File: config.mk
export PLATFORM = sky130hd
export DESIGN_NAME = instr_encoder
export DESIGN_NICKNAME = d
export VERILOG_FILES = /design/src/rtl/rv32i_pkg.sv /design/src/rtl/instr_format_enc.sv /design/src/rtl/instr_encoder.sv
export SDC_FILE = /design/constraint.sdc
export NUM_CORES = 1
export LEC_CHECK = 0
export ABC_AREA = 1
export CAP_MARGIN = 0
export CORE_MARGIN = 2
export CORE_UTILIZATION = 30
export CTS_BUF_LIST = sky130_fd_sc_hd__clkbuf_8
export DETAILED_ROUTE_END_ITERATION = 7
export SLEW_MARGIN = 20
export SYNTH_ARGS = -nofsm -noshare
export SYNTH_HDL_FRONTEND = slang
export SYNTH_SLANG_ARGS = --single-unit
File: constraint.sdc
create_clock -name clk -period 2.35 [get_ports clk]
set_clock_uncertainty 0.15 [all_clocks]
set_input_delay 0.47 -clock clk [delete_from_list [all_inputs] [get_ports clk]]
set_output_delay 0.47 -clock clk [all_outputs]
set_load 0.005 [all_outputs]
File: src/rtl/rv32i_pkg.sv
// rtl/rv32i_pkg.sv - RV32I opcodes, instruction-type codes and immediate range limits
package rv32i_pkg;

  // Major opcodes, shared with the opcode type decoder
  localparam logic [6:0] OP_R      = 7'b0110011;
  localparam logic [6:0] OP_I      = 7'b0010011;
  localparam logic [6:0] OP_LOAD   = 7'b0000011;
  localparam logic [6:0] OP_STORE  = 7'b0100011;
  localparam logic [6:0] OP_BRANCH = 7'b1100011;
  localparam logic [6:0] OP_JAL    = 7'b1101111;

  // Instruction-type codes on the request interface; 6 and 7 are illegal
  typedef enum logic [2:0] {
    TYPE_R      = 3'd0,
    TYPE_I      = 3'd1,
    TYPE_LOAD   = 3'd2,
    TYPE_STORE  = 3'd3,
    TYPE_BRANCH = 3'd4,
    TYPE_JAL    = 3'd5
  } instr_type_e;

  // Signed byte-offset limits for each immediate format
  localparam int IMM12_MIN = -2048;
  localparam int IMM12_MAX = 2047;
  localparam int IMM13_MIN = -4096;
  localparam int IMM13_MAX = 4094;
  localparam int IMM21_MIN = -1048576;
  localparam int IMM21_MAX = 1048574;

  function automatic logic imm_in_range(input logic [31:0] imm, input int lo, input int hi);
    return ($signed(imm) >= lo) && ($signed(imm) <= hi);
  endfunction

endpackage

File: src/rtl/instr_format_enc.sv
// rtl/instr_format_enc.sv - combinational RV32I field packer with illegal/range flags
module instr_format_enc
  import rv32i_pkg::*;
(
  input  logic [2:0]  type_i,
  input  logic [4:0]  rd_i,
  input  logic [4:0]  rs1_i,
  input  logic [4:0]  rs2_i,
  input  logic [2:0]  funct3_i,
  input  logic [6:0]  funct7_i,
  input  logic [31:0] imm_i,
  output logic [31:0] word_o,
  output logic        illegal_o,
  output logic        range_o
);

  instr_type_e ty;
  assign ty = instr_type_e'(type_i);

  // Pack fields per format; an illegal type never raises the range flag
  always_comb begin
    word_o    = '0;
    illegal_o = 1'b0;
    range_o   = 1'b0;
    case (ty)
      TYPE_R: begin
        word_o = {funct7_i, rs2_i, rs1_i, funct3_i, rd_i, OP_R};
      end
      TYPE_I: begin
        word_o  = {imm_i[11:0], rs1_i, funct3_i, rd_i, OP_I};
        range_o = !imm_in_range(imm_i, IMM12_MIN, IMM12_MAX);
      end
      TYPE_LOAD: begin
        word_o  = {imm_i[11:0], rs1_i, funct3_i, rd_i, OP_LOAD};
        range_o = !imm_in_range(imm_i, IMM12_MIN, IMM12_MAX);
      end
      TYPE_STORE: begin
        word_o  = {imm_i[11:5], rs2_i, rs1_i, funct3_i, imm_i[4:0], OP_STORE};
        range_o = !imm_in_range(imm_i, IMM12_MIN, IMM12_MAX);
      end
      TYPE_BRANCH: begin
        word_o  = {imm_i[12], imm_i[10:5], rs2_i, rs1_i, funct3_i,
                   imm_i[4:1], imm_i[11], OP_BRANCH};
        range_o = !imm_in_range(imm_i, IMM13_MIN, IMM13_MAX) || imm_i[0];
      end
      TYPE_JAL: begin
        word_o  = {imm_i[20], imm_i[10:1], imm_i[11], imm_i[19:12], rd_i, OP_JAL};
        range_o = !imm_in_range(imm_i, IMM21_MIN, IMM21_MAX) || imm_i[0];
      end
      default: begin
        illegal_o = 1'b1;
      end
    endcase
  end

endmodule

File: src/rtl/instr_encoder.sv
// rtl/instr_encoder.sv - handshake front end that encodes RV32I words into imem
module instr_encoder
  import rv32i_pkg::*;
#(
  parameter int DEPTH  = 64,
  parameter int ADDR_W = 6
) (
  input  logic              clk,
  input  logic              rst,
  input  logic              clear,
  input  logic              in_valid,
  output logic              in_ready,
  input  logic [2:0]        in_type,
  input  logic [4:0]        in_rd,
  input  logic [4:0]        in_rs1,
  input  logic [4:0]        in_rs2,
  input  logic [2:0]        in_funct3,
  input  logic [6:0]        in_funct7,
  input  logic [31:0]       in_imm,
  output logic              imem_we,
  output logic [ADDR_W-1:0] imem_addr,
  output logic [31:0]       imem_wdata,
  output logic              full,
  output logic [ADDR_W:0]   count,
  output logic              err_illegal,
  output logic              err_range
);

  localparam logic [ADDR_W:0] DEPTH_CNT = (ADDR_W + 1)'(DEPTH);

  logic [ADDR_W-1:0] ptr_q, ptr_d;
  logic [ADDR_W:0]   count_q, count_d;
  logic              we_q;
  logic [ADDR_W-1:0] addr_q;
  logic [31:0]       wdata_q;
  logic              err_ill_q;
  logic              err_rng_q;

  logic [31:0] enc_word;
  logic        enc_illegal;
  logic        enc_range;
  logic        accept;
  logic        legal_write;

  instr_format_enc u_fmt (
    .type_i   (in_type),
    .rd_i     (in_rd),
    .rs1_i    (in_rs1),
    .rs2_i    (in_rs2),
    .funct3_i (in_funct3),
    .funct7_i (in_funct7),
    .imm_i    (in_imm),
    .word_o   (enc_word),
    .illegal_o(enc_illegal),
    .range_o  (enc_range)
  );

  assign full        = (count_q == DEPTH_CNT);
  assign in_ready    = !full && !clear;
  assign accept      = in_valid && in_ready;
  assign legal_write = accept && !enc_illegal && !enc_range;

  // Pointer/count next state: clear rewinds, a legal write advances (ptr wraps naturally)
  always_comb begin
    ptr_d   = ptr_q;
    count_d = count_q;
    if (clear) begin
      ptr_d   = '0;
      count_d = '0;
    end else if (legal_write) begin
      ptr_d   = ptr_q + 1'b1;
      count_d = count_q + 1'b1;
    end
  end

  // Register write strobe, address, data and one-cycle error pulses
  always_ff @(posedge clk) begin
    if (rst) begin
      ptr_q     <= '0;
      count_q   <= '0;
      we_q      <= 1'b0;
      addr_q    <= '0;
      wdata_q   <= '0;
      err_ill_q <= 1'b0;
      err_rng_q <= 1'b0;
    end else begin
      ptr_q     <= ptr_d;
      count_q   <= count_d;
      we_q      <= legal_write;
      err_ill_q <= accept && enc_illegal;
      err_rng_q <= accept && !enc_illegal && enc_range;
      if (legal_write) begin
        addr_q  <= ptr_q;
        wdata_q <= enc_word;
      end
    end
  end

  assign imem_we     = we_q;
  assign imem_addr   = addr_q;
  assign imem_wdata  = wdata_q;
  assign count       = count_q;
  assign err_illegal = err_ill_q;
  assign err_range   = err_rng_q;

endmodule
==> summary.txt <==
Cells and area
  – Commonest non-fill, non-tap cell in the layout: nand2_1
  – Share of cells above drive strength 1: about 17%
  – Final instance area: roughly 5100 µm²
  – ANT cells: 0
  – Final net count: 713
  – Most frequent cells in the layout: 129 x nand2_1, 89 x clkdlybuf4s50_1, 58 x buf_4, 51 x dfxtp_1, 45 x nor2_1
  – Area Growth Syn to Fin: 61.6%

Pwr
  – PnR Total Power: approximately 0.0020 W
  – Cell Pwr Density: 390 nW/µm²
  – Int Pwr: approximately 0.0014 W
  – Sw Share: between 20% and 30%
  – Switching pwr: approximately 0.00059 W
  – VDD IR-drop max: about 220 µV
  – Static Leak: approximately 2.3 nW
  – Sequential Power Share: 46.2%
  – Logic pwr share: between 20% and 30%
  – Clock share of power: between 20 and 30%

CTS
  – Clock sink count: 52
  – H-tree Lvls: 2
  – Root cell of the clock tree: clkbuf_8
  – Clock Path Buffers: 2
  – Clock slew seen by the registers of the worst setup and hold paths: about 0.11 ns
  – CTS tree: yes
  – TritonCTS buffer count: 5
  – Worst-Skew Late Latency: between 0.3 and 0.4 ns

Synthesis
  – Synth Warn #: 0
  – Top cells by area, synth: dfxtp_1 33%, nand2_1 16%, nand4_1 8.2%
  – Post-synth cell types: 32
  – Top cell type's share of synthesized area: 33.3%
  – Post-synth EDFFs: 0
  – Cells after synthesis: about 500
  – Syn Area/Cell: around 6.4 µm²
  – Most frequently used flop master after synthesis: dfxtp_1
  – Mapped Area: 3130 µm²
  – Post-synth ARST share: 0%
  – Largest area contributor in the netlist: dfxtp_1
  – Syn_nets: approximately 550
  – Sequential area share after synthesis: between 30% and 40%
  – Synthesis-stage register bit count: 52

Die
  – Initial Util: 30.6%
  – Die height: roughly 110 µm
  – Ports: approximately 110
  – FP Rows: 37
  – Core Region: 10,200 µm²
  – Die area: around 11,000 µm²
  – Die Wd: between 100 and 150 µm

Timing
  – Setup slack after layout: 0.118 ns
  – Slew @ Worst Pin: around 0.43 ns
  – Min cycle time layout: about 2.2 ns
  – Max-slew headroom: between 70% and 80%
  – Hold WS: around 0.32 ns
  – Final setup violating endpoints: 0
  – Fmax: approximately 450 MHz
  – Crit share post-route: 95.0%
  – Final hold vios: 0
  – Setup TNS: 0 ns
  – RSZ-0062 raised after global routing: yes
  – Final Slew Violations: 0

Route
  – Drt total wl: 10.4 mm
  – Post-DRT Antenna Nets: 0
  – Vias per cell: about 4.7
  – Drt wl/cell: ~13 µm
  – DRT iter0 DRCs: 124
  – DRC errors left: 0
  – DR vias: 3,698
  – Drt first pass iters: 4

GRT
  – Total GRT Usage: a little under a fifth
  – Vias in the first global route: 3,558
  – First-pass GRT wire length: ~17 mm
  – Largest net degree at the start of global routing: 39
  – Initial antenna violation count: 0
  – GR Overflow Total: 0

Setup path
  – Worst Path Arrival: about 1.6 ns
  – Startpoint Class: flop
  – Worst setup path category: reg -> out
  – Worst-path fanout max: 5
  – Family with the most delay on the worst path: simple AND/OR/NAND/NOR gates
  – CP Capture Type: output port
  – CP required: between 1.5 and 2 ns
  – Max stage delay on crit path: around 0.37 ns
  – Worst-path cell chain: inv_1 > ha_1 > nand2_2 > nor4_4 > dlygate4sd2_1
  – Crit-path slowest cell: dfxtp_4
  – Worst Setup SP: count[1]
  – Buf+Inv Stages, Crit Path: 2
  – Reg-to-reg startpoint: count[1]

Placement
  – Detailed placement HPWL: just over 8 mm
  – Placed cell areas: 4780 µm²
  – Final GP Congestion: approximately 0.88
  – Pre-CTS setup slack: -0.362 ns
  – Port-buffer cells: between 100 and 150

Outcome
  – Status: completed

Hold path
  – Worst Hold Class: reg -> reg
  – Hold path start: imem_addr[5]

Run
  – Number of max-cap violations: 0
==> worst min-delay path, cell delays in order, from the launching register on <==
cell	delay (ns)
dfxtp_1	0.32
nand2_1	0.06
a21oi_1	0.05
==> path summary, 6_finish.rpt <==
check | end | slack (ns) | cells past startpoint
min | imem_addr[5] | 0.32 | 2
max | full | 0.12 | 5
min reg2reg | imem_addr[5] | 0.32 | 2
max reg2reg | imem_wdata[11] | 0.15 | 12
==> layout make-up <==
| type | instances | area [µm²] |
|---|---|---|
| tap | 136 | 170 |
| clock inverter | 3 | 27.5 |
| inverter | 61 | 229 |
| multi-input combinational | 349 | 1790 |
| sequential | 52 | 1040 |
| fill | 1016 | 5180 |
| clock buffer | 5 | 68.8 |
| timing repair buffer | 177 | 1730 |
==> synthesized netlist by cell type, types with 2 or more instances <==
| cell type | count |
|---|---|
| nand2_1 | 132 |
| inv_1 | 55 |
| nor2_1 | 53 |
| dfxtp_1 | 52 |
| nand4_1 | 41 |
| a21oi_1 | 38 |
| nand3_1 | 19 |
| o21ai_0 | 15 |
| buf_2 | 8 |
| nor2b_1 | 8 |
| nor3_1 | 8 |
| a22oi_1 | 7 |
| buf_4 | 7 |
| xor2_1 | 7 |
| clkbuf_1 | 6 |
| inv_2 | 6 |
| a22o_1 | 4 |
| buf_6 | 3 |
| ha_1 | 3 |
| nor4_1 | 2 |
| xnor2_1 | 2 |
==> sequential cells by signal, indices dropped and copies added, names as in the netlist <==
| register | count |
|---|---|
| imem_addr | 6 |
| ptr_q | 6 |
| err_range | 1 |
| imem_we | 1 |
| err_illegal | 1 |
| imem_wdata | 30 |
| count | 7 |
==> cell families after synthesis <==
kind of cell / count (synthesis) / share of synthesized area (%)
AOI/OAI and AO/OA: 68 / 12.3
xor gates and xnor gates: 9 / 2.52
and+or+nand+nor: 269 / 38.5
adders and majority gates: 3 / 1.20
buffers and inverters: 86 / 12.2
DFF: 52 / 33.3
==> metrics by stage <==
| step | utilization [%] | cells |
|---|---|---|
| 4_1_cts | 47.9 | 781 |
| 5_1_grt | 49.4 | 783 |
| 2_1_floorplan | - | 487 |
| 3_5_place_dp | 46.8 | 772 |
| 6_report | 49.4 | 783 |
| 3_3_place_gp | 46.8 | 772 |
==> power by group through the flow <==
stage	Combinational (W)	Clock, W	Sequential, W
after global routing	0.000549	0.000608	0.000915
after global placement	0.000486	0	0.000933
after detailed placement	0.000488	0	0.000933
after floorplan	0.000195	0	0.000934
after CTS	0.000492	0.000577	0.000913
final	0.000502	0.000559	0.000912
==> routing by layer <==
layer | up-vias | routed length, µm | GRT usage, %
met2 | 113 | 5000 | 31.6
li1 | 1905 | - | -
met1 | 1660 | 4560 | 22.5
met5 | - | 0 | 0
met4 | 0 | 252 | 6.39
met3 | 20 | 546 | 3.00
==> what timing repair did <==
action / CTS / global route
buffers inserted: 1 / 2
gates resized for setup: 6 / 55
pin swaps: 1 / 6
setup endpoints to repair: 27 / 50
hold buffers: 0 / 0
Note: power is estimated with default switching activity, not from simulation.
